$ cat config.mk
export PLATFORM = sky130hd
export DESIGN_NAME = nav_ctrl_param
export DESIGN_NICKNAME = d
export VERILOG_FILES = /design/src/rtl/nav_ctrl_param.sv
export SDC_FILE = /design/constraint.sdc
export NUM_CORES = 1
export LEC_CHECK = 0
export ABC_AREA = 1
export ABC_CLOCK_PERIOD_IN_PS = 2400
export CAP_MARGIN = 20
export CORE_MARGIN = 2
export CORE_UTILIZATION = 54
export DETAILED_ROUTE_END_ITERATION = 8
export GPL_TIMING_DRIVEN = 0
export PLACE_DENSITY = 0.83
export RECOVER_POWER = 25
export SLEW_MARGIN = 15
export SYNTH_ARGS = -nofsm -noshare
export SYNTH_HDL_FRONTEND = slang
export SYNTH_SLANG_ARGS = --single-unit
$ cat constraint.sdc
create_clock -name clk -period 2.4 [get_ports clk]
set_input_delay 0.36 -clock clk [delete_from_list [all_inputs] [get_ports clk]]
set_output_delay 0.36 -clock clk [all_outputs]
set_load 0.02 [all_outputs]
$ cat src/rtl/nav_ctrl_param.sv
`default_nettype none
// +----------------------------------------------------------------------------+
// | nav_ctrl_param: heading / forward-move sequencer with speed ramp, Nth-side- |
// | opening stop and abort. Optional heading timeout: NAV_HDNG_TMO_EN.          |
// | Revision: 1.0                                                               |
// +----------------------------------------------------------------------------+
module nav_ctrl_param #(
  parameter int SPD_W     = 11,
  parameter int MAX_SPD   = 672,
  parameter int MIN_SPD   = 208,
  parameter int INC       = 24,
  parameter int SLW_SHIFT = 1,
  parameter int FST_SHIFT = 3,
  parameter int HDNG_FILT = 3,
  parameter int OPN_W     = 3
`ifdef NAV_HDNG_TMO_EN
  , parameter int TMO_CYC = 1000000
`endif
) (
  input  logic             clk,
  input  logic             rst_n,
  input  logic             strt_hdng,
  input  logic             strt_mv,
  input  logic             stp_lft,
  input  logic             stp_rght,
  input  logic [OPN_W-1:0] opn_num,
  input  logic             abort,
  input  logic             hdng_rdy,
  input  logic             at_hdng,
  input  logic             lft_opn,
  input  logic             rght_opn,
  input  logic             frwrd_opn,
  output logic             mv_cmplt,
  output logic             moving,
  output logic             en_fusion,
  output logic [SPD_W-1:0] frwrd_spd,
  output logic             hdng_tmo
);

  typedef enum logic [2:0] {
    S_IDLE    = 3'd0,
    S_HDNG    = 3'd1,
    S_MV      = 3'd2,
    S_DEC_SLW = 3'd3,
    S_DEC_FST = 3'd4
  } state_t;

  localparam int FILT_W = $clog2(HDNG_FILT + 1);

  localparam logic [SPD_W:0]     c_inc     = (SPD_W+1)'(INC);
  localparam logic [SPD_W:0]     c_max     = (SPD_W+1)'(MAX_SPD);
  localparam logic [SPD_W:0]     c_slw     = (SPD_W+1)'(INC << SLW_SHIFT);
  localparam logic [SPD_W:0]     c_fst     = (SPD_W+1)'(INC << FST_SHIFT);
  localparam logic [SPD_W-1:0]   c_min     = SPD_W'(MIN_SPD);
  localparam logic [SPD_W-1:0]   c_half    = SPD_W'(MAX_SPD / 2);
  localparam logic [FILT_W-1:0]  c_filt    = FILT_W'(HDNG_FILT);
  localparam logic [OPN_W-1:0]   c_opn_max = {OPN_W{1'b1}};

  state_t             r_state, w_state_nxt;
  logic [SPD_W-1:0]   r_spd, w_spd_nxt;
  logic [FILT_W-1:0]  r_filt, w_filt_nxt;
  logic [OPN_W-1:0]   r_cnt, w_cnt_nxt;
  logic [OPN_W-1:0]   r_tgt, w_tgt_nxt;
  logic               r_lft_s1, r_lft_s2, r_rght_s1, r_rght_s2;

  logic [SPD_W:0]     w_up_sum;
  logic [SPD_W-1:0]   w_ramp_up, w_dec_slw, w_dec_fst;
  logic [FILT_W-1:0]  w_filt_upd;
  logic               w_filt_done, w_qual, w_tgt_hit, w_tmo_hit;

  // Ramp arithmetic carries one guard bit so the clamp sees the true sum.
  assign w_up_sum  = {1'b0, r_spd} + c_inc;
  assign w_ramp_up = (w_up_sum > c_max) ? c_max[SPD_W-1:0] : w_up_sum[SPD_W-1:0];
  assign w_dec_slw = ({1'b0, r_spd} <= c_slw) ? '0 : r_spd - c_slw[SPD_W-1:0];
  assign w_dec_fst = ({1'b0, r_spd} <= c_fst) ? '0 : r_spd - c_fst[SPD_W-1:0];

  assign w_filt_upd  = at_hdng ? ((r_filt == c_filt) ? r_filt : r_filt + 1'b1) : '0;
  assign w_filt_done = (w_filt_upd == c_filt);

  assign w_qual    = (r_lft_s1 & ~r_lft_s2 & stp_lft) | (r_rght_s1 & ~r_rght_s2 & stp_rght);
  assign w_tgt_hit = (({1'b0, r_cnt} + 1'b1) == {1'b0, r_tgt});

  assign frwrd_spd = r_spd;
  assign en_fusion = (r_spd > c_half);

`ifdef NAV_HDNG_TMO_EN
  localparam int TCNT_W = $clog2(TMO_CYC + 1);
  localparam logic [TCNT_W-1:0] c_tmo_last = TCNT_W'(TMO_CYC - 1);

  logic [TCNT_W-1:0] r_tcnt;
  logic              r_tmo;

  assign w_tmo_hit = (r_state == S_HDNG) && (r_tcnt == c_tmo_last);
  assign hdng_tmo  = r_tmo;

  always_ff @(posedge clk) begin
    if (!rst_n) begin
      r_tcnt <= '0;
      r_tmo  <= 1'b0;
    end else begin
      if (r_state == S_HDNG) r_tcnt <= r_tcnt + 1'b1;
      else                   r_tcnt <= '0;
      if (r_state == S_IDLE && (strt_hdng || strt_mv)) r_tmo <= 1'b0;
      else if (w_tmo_hit)                              r_tmo <= 1'b1;
    end
  end
`else
  assign w_tmo_hit = 1'b0;
  assign hdng_tmo  = 1'b0;
`endif

  always_ff @(posedge clk) begin
    if (!rst_n) begin
      r_state   <= S_IDLE;
      r_spd     <= '0;
      r_filt    <= '0;
      r_cnt     <= '0;
      r_tgt     <= '0;
      r_lft_s1  <= 1'b0;
      r_lft_s2  <= 1'b0;
      r_rght_s1 <= 1'b0;
      r_rght_s2 <= 1'b0;
    end else begin
      r_state   <= w_state_nxt;
      r_spd     <= w_spd_nxt;
      r_filt    <= w_filt_nxt;
      r_cnt     <= w_cnt_nxt;
      r_tgt     <= w_tgt_nxt;
      r_lft_s1  <= lft_opn;
      r_lft_s2  <= r_lft_s1;
      r_rght_s1 <= rght_opn;
      r_rght_s2 <= r_rght_s1;
    end
  end

  always_comb begin
    w_state_nxt = r_state;
    w_spd_nxt   = r_spd;
    w_filt_nxt  = r_filt;
    w_cnt_nxt   = r_cnt;
    w_tgt_nxt   = r_tgt;
    mv_cmplt    = 1'b0;
    moving      = 1'b0;
    case (r_state)
      S_IDLE: begin
        w_filt_nxt = '0;
        if (strt_hdng) begin
          w_state_nxt = S_HDNG;
          moving      = 1'b1;
        end else if (strt_mv) begin
          w_state_nxt = S_MV;
          w_spd_nxt   = c_min;
          w_tgt_nxt   = (opn_num == '0) ? OPN_W'(1) : opn_num;
          w_cnt_nxt   = '0;
          moving      = 1'b1;
        end
      end
      S_HDNG: begin
        w_filt_nxt = w_filt_upd;
        if (abort || w_filt_done || w_tmo_hit) begin
          mv_cmplt    = 1'b1;
          w_state_nxt = S_IDLE;
        end else begin
          moving = 1'b1;
        end
      end
      S_MV: begin
        moving = 1'b1;
        if (hdng_rdy) w_spd_nxt = w_ramp_up;
        if (abort || !frwrd_opn) begin
          w_state_nxt = S_DEC_FST;
        end else if (w_qual) begin
          if (w_tgt_hit)             w_state_nxt = S_DEC_SLW;
          else if (r_cnt != c_opn_max) w_cnt_nxt = r_cnt + 1'b1;
        end
      end
      S_DEC_SLW: begin
        if (r_spd == '0) begin
          mv_cmplt    = 1'b1;
          w_state_nxt = S_IDLE;
        end else begin
          moving = 1'b1;
          if (hdng_rdy) w_spd_nxt = w_dec_slw;
          if (abort || !frwrd_opn) w_state_nxt = S_DEC_FST;
        end
      end
      S_DEC_FST: begin
        if (r_spd == '0) begin
          mv_cmplt    = 1'b1;
          w_state_nxt = S_IDLE;
        end else begin
          moving = 1'b1;
          if (hdng_rdy) w_spd_nxt = w_dec_fst;
        end
      end
      default: w_state_nxt = S_IDLE;
    endcase
  end

endmodule
`default_nettype wire

==> results of run 1 <==
## synth_stat cells (all sizes together)
| library cell | number |
|---|---|
| nand2 | 77 |
| inv | 40 |
| nor2 | 31 |
| nand3 | 26 |
| a21oi | 24 |
| dfxtp | 23 |
| o21ai | 16 |
| ha | 11 |
| buf | 9 |
| nand4 | 8 |
| nor3 | 8 |
| xor2 | 6 |
| nand3b | 3 |
| o211ai | 3 |
| o22ai | 3 |
| xnor2 | 3 |
| and2 | 2 |
| clkbuf | 2 |
| or2 | 2 |
| clkinv | 1 |
| conb | 1 |
## final cells by class
type / instances / share of cell area [%]
inverters: 41 / 7.04
multi-input cells: 227 / 54.5
clock buffers: 3 / 0.990
clock inverters: 1 / 0.330
plain buffers: 11 / 3.68
flip-flops and latches: 23 / 20.4
well taps: 46 / 2.53
repair buffers: 25 / 10.6
## report_power, final
group / total, mW / leakage [nW] / internal, mW / switching [mW]
combinational: 1.46 / 0.878 / 0.554 / 0.907
clock: 0.193 / 0.0139 / 0.0639 / 0.129
sequential: 0.573 / 0.189 / 0.472 / 0.102
## routing by layer
metal | global-route usage (%) | wire, um
met1 | 31.4 | 2130
met2 | 38.7 | 1890
met3 | 4.46 | 223
met4 | 5.16 | 56
met5 | 0 | 0
## sequential cells by signal, summed over array words and instances, names as in the netlist
register,flops
r_rght_s2,1
r_tgt,3
r_state,3
r_rght_s1,1
r_filt,2
r_cnt,3
r_lft_s1,1
frwrd_spd,8
r_lft_s2,1
## kinds of logic after synthesis
group,Yosys count,synth area share [%]
buffers and inverters,52,12.3
and+or+nand+nor,157,38.7
adders and majority gates,11,7.15
AOI/OAI and AO/OA,46,13.7
xor gates and xnor gates,9,4.09
DFF,23,23.9
other,1,0.195
## worst max path at each step
stage	startpoint	to	slack, ns	cells after the start
2_1_floorplan	frwrd_spd[6]$_SDFFE_PN0P_	moving	0.48	7
3_3_place_gp	frwrd_spd[6]$_SDFFE_PN0P_	moving	-0.01	8
3_5_place_dp	frwrd_spd[6]$_SDFFE_PN0P_	moving	-0.03	8
4_1_cts	frwrd_spd[7]$_SDFFE_PN0P_	moving	0.004	7
5_1_grt	frwrd_spd[6]$_SDFFE_PN0P_	moving	-0.02	9
6_report	frwrd_spd[6]$_SDFFE_PN0P_	moving	0.13	8
## repair_timing
item                       4_1_cts  5_1_grt
resized for setup               10       10
setup endpoints to repair        3        3
pin swaps                        0        1
## critical path, stage by stage (launching register included)
cell and delay [ns]:
dfxtp_4 0.38, buf_4 0.17, inv_4 0.09, ha_2 0.20, nand3_2 0.10, nor3_4 0.22, or2_1 0.18, nand3_1 0.08
buf_2 0.16
==> flow_results.xml, run 1 <==
<?xml version="1.0" encoding="UTF-8"?>
<metrics>
  <group name="place">
    <metric name="io_buffer_count" unit="">25</metric>
    <metric name="post-place-cells" unit="">373</metric>
    <metric name="dp.final_hpwl" unit="um">3350</metric>
    <metric name="post_dp_cell_area" unit="sq mm">0.00224</metric>
    <metric name="detailedPlace.worstSlack" unit="ns">-0.0336</metric>
    <metric name="routabilityCongestion" unit="">0.883</metric>
  </group>
  <group name="pwr">
    <metric name="irDropWorstVdd" unit="mV">0.627</metric>
    <metric name="pwr_density_cell" unit="mW/mm^2">979</metric>
    <metric name="total_power" unit="mW">2.23</metric>
    <metric name="total_leakage_power" unit="nW">1.08</metric>
  </group>
  <group name="setup_path">
    <metric name="data_arrival_at_the_endpoint_of_the_critical_path" unit="ns">1.91</metric>
    <metric name="r2r_end" unit="">r_state[1]$_SDFFE_PN0P_</metric>
    <metric name="crit_fanout" unit="">8</metric>
    <metric name="timing.reg2reg.worst_path_depth" unit="">11</metric>
    <metric name="rrSetupSlack" unit="ns">0.41</metric>
    <metric name="r2r-start" unit="">frwrd_spd[6]$_SDFFE_PN0P_</metric>
    <metric name="launching_element_type_of_the_critical_path" unit="">flop</metric>
    <metric name="crit_required" unit="ns">2.04</metric>
    <metric name="start_to_end_type_of_the_worst_setup_path" unit="">reg2out</metric>
    <metric name="worstSetupEndpointType" unit="">output port</metric>
  </group>
  <group name="routing">
    <metric name="via_count" unit="">1924</metric>
    <metric name="drt_pass1_iterations" unit="">5</metric>
    <metric name="mean_number_of_vias_per_cell" unit="">5.10</metric>
    <metric name="routedWlPerCell" unit="um">11.4</metric>
    <metric name="drc_errors" unit="">0</metric>
    <metric name="first_iter_violations" unit="">70</metric>
    <metric name="drtAntennaViolNets" unit="">0</metric>
    <metric name="totalWireLength" unit="um">4300</metric>
  </group>
  <group name="yosys">
    <metric name="synth_seq_area_share" unit="%">23.9</metric>
    <metric name="syn-instance-count" unit="">299</metric>
    <metric name="ys_types" unit="">35</metric>
    <metric name="yosys-top-cells-area" unit="">dfxtp_1 (24%), nand2_1 (14%), ha_1 (7.1%), nand3_1 (6.2%), inv_1 (6.2%)</metric>
    <metric name="synth_top_cell_by_area" unit="">dfxtp_1</metric>
    <metric name="yosys_warning_total" unit="">0</metric>
    <metric name="synth_top_area_share" unit="%">23.9</metric>
    <metric name="flip_flop_and_latch_count_after_synthesis" unit="">23</metric>
    <metric name="synth.avg_cell_area" unit="sq um">6.44</metric>
    <metric name="syn-cell-area" unit="sq mm">0.00193</metric>
  </group>
  <group name="clock_tree">
    <metric name="numCtsBuffers" unit="">3</metric>
    <metric name="cts-hold-fix-buffers" unit="">0</metric>
    <metric name="cts-root-to-sink-buffers" unit="">2</metric>
    <metric name="numClockSinks" unit="">23</metric>
    <metric name="cts_post_setup_buffers_inserted" unit="">0</metric>
    <metric name="clock_tree_root_buffer_cell" unit="">clkbuf_4</metric>
    <metric name="cts-htree-levels" unit="">1</metric>
    <metric name="worstSkewPairLatency" unit="ns">0.33</metric>
    <metric name="cts.clk_slew.worst_paths" unit="ns">0.13</metric>
    <metric name="cts_tree" unit="">done</metric>
  </group>
  <group name="global_routing">
    <metric name="grt.total_usage" unit="%">23.4</metric>
    <metric name="grt_antenna_before_repair" unit="">0</metric>
    <metric name="grt_start_max_net_pins" unit="">15</metric>
    <metric name="grt_pass1_vias" unit="">1800</metric>
    <metric name="overflow" unit="">0</metric>
    <metric name="grt_first_pass_wirelength" unit="um">7770</metric>
  </group>
  <group name="run_status">
    <metric name="status" unit="">complete, no violations</metric>
  </group>
  <group name="timing">
    <metric name="finalCritPeriodShare" unit="%">94.5</metric>
    <metric name="setup-violations-final" unit="">0</metric>
    <metric name="grt_setup_unrepaired" unit="">true</metric>
    <metric name="worstMarginPinSlew" unit="ns">0.564</metric>
    <metric name="fin_worst_setup_slack" unit="ns">0.132</metric>
    <metric name="max-slew-margin-rel" unit="%">62.4</metric>
    <metric name="final.setup.tns" unit="ns">0</metric>
    <metric name="report.final.hold_viol_count" unit="">0</metric>
    <metric name="timing.final.max_slew_violations" unit="">0</metric>
    <metric name="final.min_clock_period" unit="ns">2.27</metric>
    <metric name="holdWs" unit="ns">0.446</metric>
    <metric name="fmax" unit="MHz">441</metric>
    <metric name="finClkSkew" unit="ns">0.00431</metric>
  </group>
  <group name="floorplanning">
    <metric name="fp.coreArea" unit="sq mm">0.00339</metric>
    <metric name="start_util" unit="%">56.8</metric>
    <metric name="design.portCount" unit="">30</metric>
    <metric name="die-height" unit="um">63.7</metric>
    <metric name="die_w" unit="um">63.7</metric>
    <metric name="core.rowCount" unit="">21</metric>
    <metric name="fp.dieArea" unit="sq mm">0.00406</metric>
  </group>
  <group name="cells_and_area">
    <metric name="ff_latch_area" unit="sq um">464</metric>
    <metric name="layout.cells.most_common_list" unit="">nand2_1 (74), inv_1 (30), nor2_1 (26), nand3_1 (23)</metric>
    <metric name="finish.instance_area" unit="sq mm">0.00228</metric>
    <metric name="total_area_of_multi_input_combinational_cells" unit="sq mm">0.00124</metric>
    <metric name="finalNonFillerCells" unit="">377</metric>
    <metric name="filler_cell_count" unit="">306</metric>
    <metric name="final_common_cell" unit="">nand2_1</metric>
    <metric name="utilization" unit="%">67.1</metric>
    <metric name="antenna_cells_inserted" unit="">0</metric>
    <metric name="synthesis_to_finish_area_growth" unit="%">18.2</metric>
    <metric name="drive_gt1_share" unit="%">14.2</metric>
    <metric name="design.final.nets" unit="">358</metric>
  </group>
  <group name="min_path">
    <metric name="worst_hold_path_depth" unit="">2</metric>
    <metric name="hold_path_startpoint" unit="">r_rght_s1$_SDFF_PN0_</metric>
    <metric name="timing.hold.worst.class" unit="">reg2reg</metric>
    <metric name="min_to" unit="">r_rght_s2$_SDFF_PN0_</metric>
  </group>
  <group name="run">
    <metric name="max_cap_viol_count" unit="">0</metric>
  </group>
</metrics>
Note: power is estimated with default switching activity, not from simulation.
==> run 2, diff against run 1 <==
--- a/config.mk
+++ b/config.mk
@@ -14,6 +14,7 @@
 export GPL_TIMING_DRIVEN = 0
 export PLACE_DENSITY = 0.83
 export RECOVER_POWER = 25
+export SKIP_CTS_REPAIR_TIMING = 1
 export SLEW_MARGIN = 15
 export SYNTH_ARGS = -nofsm -noshare
 export SYNTH_HDL_FRONTEND = slang
==> flow_results.xml, run 2 (synthesis gave the netlist of run 1 again) <==
<?xml version="1.0" encoding="UTF-8"?>
<metrics>
  <group name="setup_path">
    <metric name="worstSetupEndpointType" unit="">output port</metric>
    <metric name="critPathTopFamily" unit="">buffers and inverters</metric>
    <metric name="crit_fanout" unit="">8</metric>
    <metric name="crit_required" unit="ns">2.04</metric>
    <metric name="crit_path_top_delay_cell" unit="">dfxtp_4</metric>
    <metric name="start_to_end_type_of_the_worst_setup_path" unit="">reg2out</metric>
    <metric name="crit_path_max_incr_delay" unit="ns">0.36</metric>
    <metric name="launching_element_type_of_the_critical_path" unit="">flop</metric>
    <metric name="worst_path_most_repeated_cell" unit="">buf_4</metric>
    <metric name="worst_path_bufs_invs" unit="">4</metric>
    <metric name="timing.critical_path.cells" unit="">buf_4 -&gt; inv_6 -&gt; ha_2 -&gt; nand3_2 -&gt; nor3_4 -&gt; buf_4 -&gt; nand2_1 -&gt; o21ai_0 -&gt; buf_2</metric>
    <metric name="data_arrival_at_the_endpoint_of_the_critical_path" unit="ns">1.93</metric>
  </group>
  <group name="floorplanning">
    <metric name="start_util" unit="%">56.8</metric>
    <metric name="design.portCount" unit="">30</metric>
    <metric name="fp.coreArea" unit="sq mm">0.00339</metric>
    <metric name="die-height" unit="um">63.7</metric>
    <metric name="core.rowCount" unit="">21</metric>
    <metric name="die_w" unit="um">63.7</metric>
    <metric name="fp.dieArea" unit="sq mm">0.00406</metric>
  </group>
  <group name="timing">
    <metric name="setup-violations-final" unit="">0</metric>
    <metric name="holdWs" unit="ns">0.446</metric>
    <metric name="worstMarginPinSlew" unit="ns">0.566</metric>
    <metric name="finalCritPeriodShare" unit="%">95.6</metric>
    <metric name="final.min_clock_period" unit="ns">2.29</metric>
    <metric name="finClkSkew" unit="ns">0.00800</metric>
    <metric name="fmax" unit="MHz">436</metric>
    <metric name="grt_setup_unrepaired" unit="">false</metric>
    <metric name="report.final.hold_viol_count" unit="">0</metric>
    <metric name="max-slew-margin-rel" unit="%">62.3</metric>
    <metric name="timing.final.max_slew_violations" unit="">0</metric>
  </group>
  <group name="pwr">
    <metric name="pwr_density_cell" unit="mW/mm^2">980</metric>
    <metric name="total_power" unit="mW">2.26</metric>
    <metric name="irDropWorstVdd" unit="mV">0.625</metric>
    <metric name="total_leakage_power" unit="nW">1.11</metric>
  </group>
  <group name="clock_tree">
    <metric name="clock_tree_root_buffer_cell" unit="">clkbuf_4</metric>
    <metric name="cts-root-to-sink-buffers" unit="">2</metric>
    <metric name="cts.clk_slew.worst_paths" unit="ns">0.13</metric>
    <metric name="numCtsBuffers" unit="">3</metric>
    <metric name="cts-htree-levels" unit="">1</metric>
    <metric name="numClockSinks" unit="">23</metric>
    <metric name="cts_tree" unit="">done</metric>
    <metric name="worstSkewPairLatency" unit="ns">0.33</metric>
  </group>
  <group name="global_routing">
    <metric name="grt.total_usage" unit="%">23.3</metric>
    <metric name="grt_pass1_vias" unit="">1795</metric>
    <metric name="grt_start_max_net_pins" unit="">15</metric>
    <metric name="grt_first_pass_wirelength" unit="um">7740</metric>
    <metric name="grt_antenna_before_repair" unit="">0</metric>
    <metric name="overflow" unit="">0</metric>
  </group>
  <group name="place">
    <metric name="dp.final_hpwl" unit="um">3350</metric>
    <metric name="post-place-cells" unit="">373</metric>
    <metric name="post_dp_cell_area" unit="sq mm">0.00224</metric>
    <metric name="io_buffer_count" unit="">25</metric>
    <metric name="routabilityCongestion" unit="">0.883</metric>
  </group>
  <group name="cells_and_area">
    <metric name="finalNonFillerCells" unit="">380</metric>
    <metric name="design.final.nets" unit="">361</metric>
    <metric name="filler_cell_count" unit="">302</metric>
    <metric name="finish.instance_area" unit="sq mm">0.00231</metric>
    <metric name="layout.cells.most_common_list" unit="">nand2_1 (74), inv_1 (32), nor2_1 (26), nand3_1 (23), a21oi_1 (22)</metric>
    <metric name="largest_register_ff_count" unit="">8</metric>
    <metric name="total_area_of_multi_input_combinational_cells" unit="sq mm">0.00124</metric>
    <metric name="ff_latch_area" unit="sq um">468</metric>
    <metric name="drive_gt1_share" unit="%">15.6</metric>
    <metric name="synthesis_to_finish_area_growth" unit="%">19.8</metric>
    <metric name="final_common_cell" unit="">nand2_1</metric>
    <metric name="antenna_cells_inserted" unit="">0</metric>
    <metric name="utilization" unit="%">68.1</metric>
  </group>
  <group name="routing">
    <metric name="drc_errors" unit="">0</metric>
    <metric name="first_iter_violations" unit="">74</metric>
    <metric name="via_count" unit="">1947</metric>
    <metric name="routedWlPerCell" unit="um">11.4</metric>
    <metric name="drt_pass1_iterations" unit="">5</metric>
    <metric name="drtAntennaViolNets" unit="">0</metric>
    <metric name="mean_number_of_vias_per_cell" unit="">5.12</metric>
    <metric name="totalWireLength" unit="um">4330</metric>
  </group>
  <group name="run_status">
    <metric name="status" unit="">complete, no violations</metric>
  </group>
  <group name="run">
    <metric name="max_cap_viol_count" unit="">0</metric>
  </group>
  <group name="min_path">
    <metric name="timing.hold.worst.class" unit="">reg2reg</metric>
  </group>
</metrics>
[run 2: cell type report]
cell class / count / area share (%)
Multi-Input combinational cell: 227 / 53.9
Sequential cell: 23 / 20.3
Timing Repair Buffer: 28 / 11.5
Inverter: 41 / 6.94
Buffer: 11 / 3.63
Tap cell: 46 / 2.49
Clock buffer: 3 / 0.976
Clock inverter: 1 / 0.325
[run 2: worst paths after layout]
check | to | from | cells after the start | slack [ns]
min reg2reg | r_lft_s2$_SDFF_PN0_ | r_lft_s1$_SDFF_PN0_ | 2 | 0.45
min | r_lft_s2$_SDFF_PN0_ | r_lft_s1$_SDFF_PN0_ | 2 | 0.45
max | mv_cmplt | frwrd_spd[6]$_SDFFE_PN0P_ | 9 | 0.11
max reg2reg | r_state[1]$_SDFFE_PN0P_ | frwrd_spd[6]$_SDFFE_PN0P_ | 11 | 0.45
[run 2: where the power goes]
| group | internal [mW] | switching (mW) | total, mW |
|---|---|---|---|
| Clock | 0.0638 | 0.127 | 0.191 |
| Sequential | 0.475 | 0.0913 | 0.566 |
| Combinational | 0.580 | 0.924 | 1.50 |
| Total | 1.12 | 1.14 | 2.26 |
[run 2: routing by layer]
layer	part of all wire [%]	GRT usage (%)	wire length (um)	vias up
met2	45	38.4	1950	49
met4	0.74	5.16	32	0
met5	0	0	0	-
li1	-	-	-	1036
met1	49	31.4	2130	858
met3	5.0	4.46	218	4
[run 2: worst min-delay path, cell delays in order, from the launching register on]
cell     delay [ns]
dfxtp_1        0.34
nand2_1        0.05
inv_1          0.03
[run 2: metrics by stage]
stage                     setup WS (ns)  TNS [ns]
final                             0.106         0
after global routing            0.00172         0
after CTS                        -0.421    -0.844
after detailed placement        -0.0336   -0.0336
after global placement          -0.0105   -0.0105
after floorplan                   0.477         0
==> run 3, diff against run 2 <==
--- a/config.mk
+++ b/config.mk
@@ -14,7 +14,6 @@
 export GPL_TIMING_DRIVEN = 0
 export PLACE_DENSITY = 0.83
 export RECOVER_POWER = 25
-export SKIP_CTS_REPAIR_TIMING = 1
 export SLEW_MARGIN = 15
 export SYNTH_ARGS = -nofsm -noshare
 export SYNTH_HDL_FRONTEND = slang
==> results of run 3 <==
The final DEF is identical to that of run 1; final timing and power are the same.
